--- src/rtl/imem_responder_pkg.sv ---
// Shared types for the instruction-fetch memory responder.
// cpu_types_pkg: word and RAM handshake types.
// cache_pkg: responder FSM states and the word returned on a forced completion.
package cpu_types_pkg;
    typedef logic [31:0] word_t;
    typedef enum logic [1:0] {FREE, BUSY, ACCESS, ERROR} ramstate_t;
endpackage

package cache_pkg;
    import cpu_types_pkg::*;
    typedef enum logic {IM_IDLE, IM_REQ} imresp_state_t;
    localparam word_t BADWORD_DEFAULT = 32'hBAD1BAD1;
endpackage

--- src/rtl/imem_responder_rr_arbiter.sv ---
// Combinational round-robin picker: returns the first set request bit at or
// after ptr, wrapping around CPUS. The pointer itself lives in the caller.
module rr_arbiter #(
    parameter int CPUS = 2,
    parameter int IW   = 1
)(
    input  logic [CPUS-1:0] req,
    input  logic [IW-1:0]   ptr,
    output logic [IW-1:0]   grant,
    output logic            valid
);

    logic [CPUS-1:0] rot;
    logic [IW:0]     idx;

    // rotate so that bit 0 is the requester at ptr, then take the lowest set bit
    always_comb begin
        rot   = CPUS'({req, req} >> ptr);
        grant = '0;
        valid = 1'b0;
        idx   = '0;
        for (int i = 0; i < CPUS; i++) begin
            if (!valid && rot[i]) begin
                valid = 1'b1;
                idx   = {1'b0, ptr} + (IW+1)'(i);
                if (idx >= (IW+1)'(CPUS)) begin
                    idx = idx - (IW+1)'(CPUS);
                end
                grant = idx[IW-1:0];
            end
        end
    end

endmodule

--- src/rtl/imem_responder.sv ---
// Instruction-fetch memory responder: arbitrates icache reads round-robin,
// issues one RAM read at a time and completes with a one-cycle iwait-low pulse.
// Optional build macro RESP_TIMEOUT_EN adds a RAM wait limit that forces a
// completion carrying BADWORD.
//
// state   | meaning
// IM_IDLE | no RAM access; pick the next requester (also the post-completion bubble)
// IM_REQ  | RAM read for the granted CPU in flight; complete on ACCESS
module imem_responder
    import cpu_types_pkg::*;
    import cache_pkg::*;
#(
    parameter int CPUS = 2
`ifdef RESP_TIMEOUT_EN
    ,
    parameter int    TIMEOUT = 64,
    parameter word_t BADWORD = BADWORD_DEFAULT
`endif
)(
    input  logic                  CLK,
    input  logic                  nRST,
    input  logic [CPUS-1:0]       iREN,
    input  logic [CPUS-1:0][31:0] iaddr,
    output logic [CPUS-1:0]       iwait,
    output logic [CPUS-1:0][31:0] iload,
    output logic                  ramREN,
    output logic [31:0]           ramaddr,
    input  logic [31:0]           ramload,
    input  ramstate_t             ramstate
);

    localparam int IW = (CPUS > 1) ? $clog2(CPUS) : 1;

    imresp_state_t state_q, state_d;
    logic [IW-1:0] grant_q, grant_d;
    logic [IW-1:0] rr_ptr_q, rr_ptr_d;
    logic [IW-1:0] next_ptr;
    logic [IW-1:0] arb_grant;
    logic          arb_valid;
    word_t         sel_addr;
    logic          unused_addr_lsbs;

`ifdef RESP_TIMEOUT_EN
    localparam int CW = (TIMEOUT > 2) ? $clog2(TIMEOUT) : 1;
    logic [CW-1:0] cnt_q, cnt_d;
    logic          cnt_expired;
    assign cnt_expired = (cnt_q == CW'(TIMEOUT-1));
`endif

    rr_arbiter #(.CPUS(CPUS), .IW(IW)) u_arb (
        .req   (iREN),
        .ptr   (rr_ptr_q),
        .grant (arb_grant),
        .valid (arb_valid)
    );

    assign sel_addr         = iaddr[grant_q];
    assign unused_addr_lsbs = ^sel_addr[1:0];
    assign next_ptr         = (grant_q == IW'(CPUS-1)) ? '0 : grant_q + 1'b1;

    // state, grant, pointer and wait-counter registers
    always_ff @(posedge CLK) begin
        if (!nRST) begin
            state_q  <= IM_IDLE;
            grant_q  <= '0;
            rr_ptr_q <= '0;
`ifdef RESP_TIMEOUT_EN
            cnt_q    <= '0;
`endif
        end else begin
            state_q  <= state_d;
            grant_q  <= grant_d;
            rr_ptr_q <= rr_ptr_d;
`ifdef RESP_TIMEOUT_EN
            cnt_q    <= cnt_d;
`endif
        end
    end

    // next state and outputs; outputs stay quiet while nRST is low
    always_comb begin
        state_d  = state_q;
        grant_d  = grant_q;
        rr_ptr_d = rr_ptr_q;
        iwait    = '1;
        iload    = '0;
        ramREN   = 1'b0;
        ramaddr  = '0;
`ifdef RESP_TIMEOUT_EN
        cnt_d    = '0;
`endif
        if (nRST) begin
            case (state_q)
                IM_IDLE: begin
                    if (arb_valid) begin
                        grant_d = arb_grant;
                        state_d = IM_REQ;
                    end
                end
                IM_REQ: begin
                    ramREN  = 1'b1;
                    ramaddr = {sel_addr[31:2], 2'b00};
                    if (!iREN[grant_q]) begin
                        // requester gave up: drop the read, pointer untouched
                        state_d = IM_IDLE;
                    end else if (ramstate == ACCESS) begin
                        iwait[grant_q] = 1'b0;
                        iload[grant_q] = ramload;
                        rr_ptr_d       = next_ptr;
                        state_d        = IM_IDLE;
`ifdef RESP_TIMEOUT_EN
                    end else if (cnt_expired) begin
                        iwait[grant_q] = 1'b0;
                        iload[grant_q] = BADWORD;
                        rr_ptr_d       = next_ptr;
                        state_d        = IM_IDLE;
                    end else begin
                        cnt_d = cnt_q + 1'b1;
`endif
                    end
                end
                default: state_d = IM_IDLE;
            endcase
        end
    end

endmodule
--- config.mk ---
export PLATFORM = sky130hd
export DESIGN_NAME = imem_responder
export DESIGN_NICKNAME = d
export VERILOG_FILES = /design/src/rtl/imem_responder_pkg.sv /design/src/rtl/imem_responder_rr_arbiter.sv /design/src/rtl/imem_responder.sv
export SDC_FILE = /design/constraint.sdc
export NUM_CORES = 1
export LEC_CHECK = 0
export BUFFER_PORTS_ARGS = -buffer_cell sky130_fd_sc_hd__buf_2
export CAP_MARGIN = 20
export CORE_AREA = 2 2 78 80
export CTS_CLUSTER_SIZE = 30
export DETAILED_ROUTE_END_ITERATION = 8
export DIE_AREA = 0 0 80 82
export PLACE_DENSITY_LB_ADDON = 0.25
export SETUP_SLACK_MARGIN = 0.5
export SLEW_MARGIN = 20
export SYNTH_ARGS = -nofsm -noshare
export SYNTH_HDL_FRONTEND = slang
export SYNTH_SLANG_ARGS = --single-unit
--- constraint.sdc ---
create_clock -name CLK -period 2.57 [get_ports CLK]
set_input_delay 0 -clock CLK [delete_from_list [all_inputs] [get_ports CLK]]
set_output_delay 0 -clock CLK [all_outputs]
set_load 0.02 [all_outputs]
Word-level counts from Yosys, hierarchy flattened
Cells that the tools add are included.
{"block": "word_totals", "register_bits": 3, "latchBits": 0, "ramBits": 0, "mem_bits_ro": 0, "input_bits": 102, "elab_cells": 52, "mem_count": 0}
{"block": "op_classes", "n_addsub": 4, "n_mul": 0, "div": 0, "order_cmp": 4, "eq_ne": 1, "n_shift": 1, "muxes": 31, "bitwise_logic": 3, "reduce_logical": 5}
{"cell": "64-bit 2-to-1 mux", "count": 4}
{"cell": "32-bit 2-to-1 mux", "count": 5}
{"cell": "64-bit bitwise AND", "count": 1}
{"cell": "32-bit demux with 1-bit select", "count": 1}
{"cell": "1-bit 2-to-1 mux", "count": 15}
{"cell": "2-bit 2-to-1 mux", "count": 4}
{"cell": "4-bit by 1-bit >> shifter with 2-bit output", "count": 1}
{"cell": "3-bit AND reduction", "count": 1}
{"cell": "1-bit by 1-bit adder with 2-bit output (second input constant)", "count": 1}
{"cell": "2-bit == test (second input constant)", "count": 1}
{"cell": "1-bit by 2-bit >= comparator with 1-bit output (second input constant)", "count": 1}
{"cell": "2-bit >= comparator (second input constant)", "count": 1}
{"cell": "1-bit logical AND", "count": 2}
{"cell": "1-bit by 2-bit less-than comparator with 1-bit output (second input constant)", "count": 1}
{"cell": "2-bit inverter", "count": 1}
{"cell": "1-bit one-hot mux with 2 select lines", "count": 1}
{"cell": "2-bit AND reduction", "count": 1}
{"cell": "1-bit subtractor (second input constant)", "count": 2}
{"cell": "1-bit adder (second input constant)", "count": 1}
{"cell": "1-bit demux with 1-bit select", "count": 1}
{"cell": "1-bit >= comparator (second input constant)", "count": 1}
{"cell": "1-bit logical NOT", "count": 1}
{"cell": "1-bit inverter", "count": 1}

Logic depth before layout (Yosys ltp)
{"block": "logic_depth", "ltp_word": 9, "depth_mapped": 4}

Modules after synthesis
From an unflattened synthesis, not the netlist that was laid out.
{"block": "hier_totals", "hier_cells": 166, "hier_area_um2": 1122.3}
{"mod": "imem_responder", "instances": 1, "cells_per_inst": 163, "area_per_inst_um2": 1104.8}
{"mod": "rr_arbiter", "instances": 1, "cells_per_inst": 3, "area_per_inst_um2": 17.5}

Worst setup path before layout
No wires, ideal clock.
{"block": "synth_timing", "path_type": "register to register", "start": "reg state_q", "end": "reg rr_ptr_q", "setup_ps": 127, "t_arrival_ps": 1078, "setup_slack_ps": 1365, "path_stages_with_launch": 4, "n_path_buf": 0, "cell_sequence": "dfxtp_1 and3b_4 and4b_4 or3_1"}
{"block": "synth_between", "elab_chain_len": 1}
{"element": "start, declared", "line": "imem_responder.sv:34", "text": "imresp_state_t state_q, state_d;"}
{"element": "start signal, assigned", "line": "imem_responder.sv:71", "text": "state_q <= state_d;"}
{"element": "3-bit AND reduction (no line)"}
{"element": "end signal, assigned", "line": "imem_responder.sv:73", "text": "rr_ptr_q <= rr_ptr_d;"}
{"element": "end, declared", "line": "imem_responder.sv:36", "text": "logic [IW-1:0] rr_ptr_q, rr_ptr_d;"}
No other way between the ends.
A chain may end at the register's enable or synchronous reset.

Worst setup path in the final report
{"block": "layout_timing", "start": "reg state_q", "end": "out ramaddr[27]"}
{"block": "layout_between", "elab_chain_len": 2}
{"element": "32-bit 2-to-1 mux", "line": "imem_responder.sv:93", "text": "case (state_q)"}
{"element": "32-bit 2-to-1 mux", "line": "imem_responder.sv:92", "text": "if (nRST) begin"}
{"element": "end, declared", "line": "imem_responder.sv:27", "text": "output logic [31:0] ramaddr,"}
No other way between the ends.

==> impl_metrics.ini <==
[status]
status = complete, no violations

[sta]
fmax_ghz = 0.581
finalCriticalPeriod_ns = 1.72
tightest_slew_ns = 0.957
fin_setup_tns_ns = 0
setup_viol = 0
slew_viol_final = 0
rsz0062_at_grt = no
finClkSkew_ns = 0.00216
finalCritPeriodShare = 0.670
fin_hold_ws_ns = 0.0786
report.final.hold_viol_count = 0
max_slew_margin = 0.360

[logic_synthesis]
synthDistinctLibCells = 22
synth_area_per_cell_um2 = 6.90
ys_ff_latch = 3
synthMuxAreaShare = 0.274
synth_xor_xnor_area_share = 0
syn-cell-area_um2 = 1130
yosysWarnings = 0
synth-adder-area-share = 0
synth_compound_area_frac = 0.0276
syn_inst = 164
synth_top_family_by_area = simple AND/OR/NAND/NOR gates
yosys.area.top_type = and2_1
ys_top_cells_by_area = and2_1 31%, mux2i_1 27%, nor2_1 11%
synthSimpleGateAreaFrac = 0.525
synth_top_cell_area_share = 0.315
yosysSeqAreaShare = 0.0530

[global_routing]
grtUsageTotal = 0.112
grt_max_degree = 35
grt_pass1_wl_um = 6020
antenna_found_initial = 0
gr-total-overflow = 0
grt_pass1_vias = 1461

[drt]
drt_iter0_drc = 20
wl_per_cell_um = 10.2
drt-total-wl_um = 4330
vias = 1725
via_per_inst = 4.07
drc = 0
dr.pass1.iters = 4
ant_nets = 0

[floorplanning]
rows = 28
fp.dieH_um = 82
die_width_um = 80
start_util = 0.197
die_area_um2 = 6560
core-area_um2 = 5750
boundaryPins = 201

[pwr]
switching_share = 0.362
ir_worst_vdd_uv = 134
power_frac_clock = 0.314
p_int_mw = 0.275
p_leak_nw = 1.36
p_sw_mw = 0.156
seq_power_share = 0.138
pwr_density_cell_nw_per_um2 = 201
pwr-share-comb = 0.549

[placement]
detailed_place.area_um2 = 2100
port_buffers = 194
gp_congestion = 0.746
dp_hpwl_um = 3730

[clock_tree]
cts_resized = 0
clock-sinks = 3
clock_path_buffers = 2
cts_setup_buffers = 0
cts_tree = built
cts_buffers = 3
path_clk_slew_ns = 0.03
htree_levels = 1
cts_root_buf = clkbuf_8
cts_hold_buf = 0
clk_latency_ns = 0.21

[critical_path]
crit_type = reg2out
cp-end-kind = output pin
critPathMaxFanout = 31
arrival_ns = 1.72
ff2ff_setup_slack_ns = 1.21
required_ns = 2.57
start_kind = flop

[worst_hold_path]
hold_class = in2reg

[layout]
diodes = 0
final_common_cell = buf_2
fin_util = 0.373
nNetsFinal = 452
drive_above_1_share = 0.602
final_area_um2 = 2140
syn2layout_area_growth_pct = 89.1
layout.cells.most_common_list = 194 x buf_2, 57 x and2_1, 32 x nor2_1

[job]
cap_violations = 0
sequential cells by signal, indices dropped and copies added, names as in the netlist:
name      flops
state_q       1
rr_ptr_q      1
grant_q       1
critical path, stage by stage (launching register included):
cell and delay, ns:
dfxtp_1 0.37, nand2_1 0.57, nor2_1 0.34, buf_2 0.21
routing by layer:
metal  vias up  GRT usage  wire [µm]
li1        884          -          -
met1       716      0.110       1510
met2       125      0.240       2270
met3         0     0.0209        557
met4         0     0.0203          0
met5         -          0          0
kinds of logic after synthesis:
| kind of cell | after synthesis |
|---|---|
| compound gates | 5 |
| other cells | 1 |
| flops | 3 |
| buf+inv | 20 |
| mux | 31 |
| simple gates | 104 |
through the flow:
step / std cells / total power, mW / worst slack [ns]
floorplan: 165 / 0.190 / 1.37
global placement: 420 / 0.295 / 1.06
detailed placement: 420 / 0.298 / 1.06
CTS: 424 / 0.438 / 0.822
global route: 424 / 0.469 / 0.672
finish: 424 / 0.430 / 0.848
cells in the mapped netlist, drive strengths merged:
library cell,instances
and3b,1
inv,5
dfxtp,3
buf,12
a21oi,1
and4b,1
or3,1
conb,1
and2,65
nand2,2
nor2b,1
nor2,32
o22ai,1
o211ai,1
mux2i,31
a21boi,1
clkbuf,3
and4,1
o21ai,1
power by group through the flow:
stage               sequential, mW  combinational [mW]  clock, mW
floorplan                   0.0558               0.134          0
global placement            0.0598               0.235          0
detailed placement          0.0598               0.238          0
CTS                         0.0591               0.239      0.140
global route                0.0601               0.263      0.146
finish                      0.0592               0.236      0.135
final timing paths:
path                   startpoint                    end  depth (start not counted)
max            state_q$_SDFF_PN0_            ramaddr[27]                          3
min                          nRST     state_q$_SDFF_PN0_                          2
max reg2reg    state_q$_SDFF_PN0_  rr_ptr_q$_SDFFE_PN0P_                          3
min reg2reg  grant_q$_SDFFE_PN0P_   grant_q$_SDFFE_PN0P_                          2
cell type report:
cell class	count	area [µm²]
clock buffer	4	45.0
fill	635	3600
inverter	5	18.8
multi-input combinational	142	943
sequential	3	61.3
tap	75	93.8
timing repair buffer	195	978
Note: power is estimated with default switching activity, not from simulation.
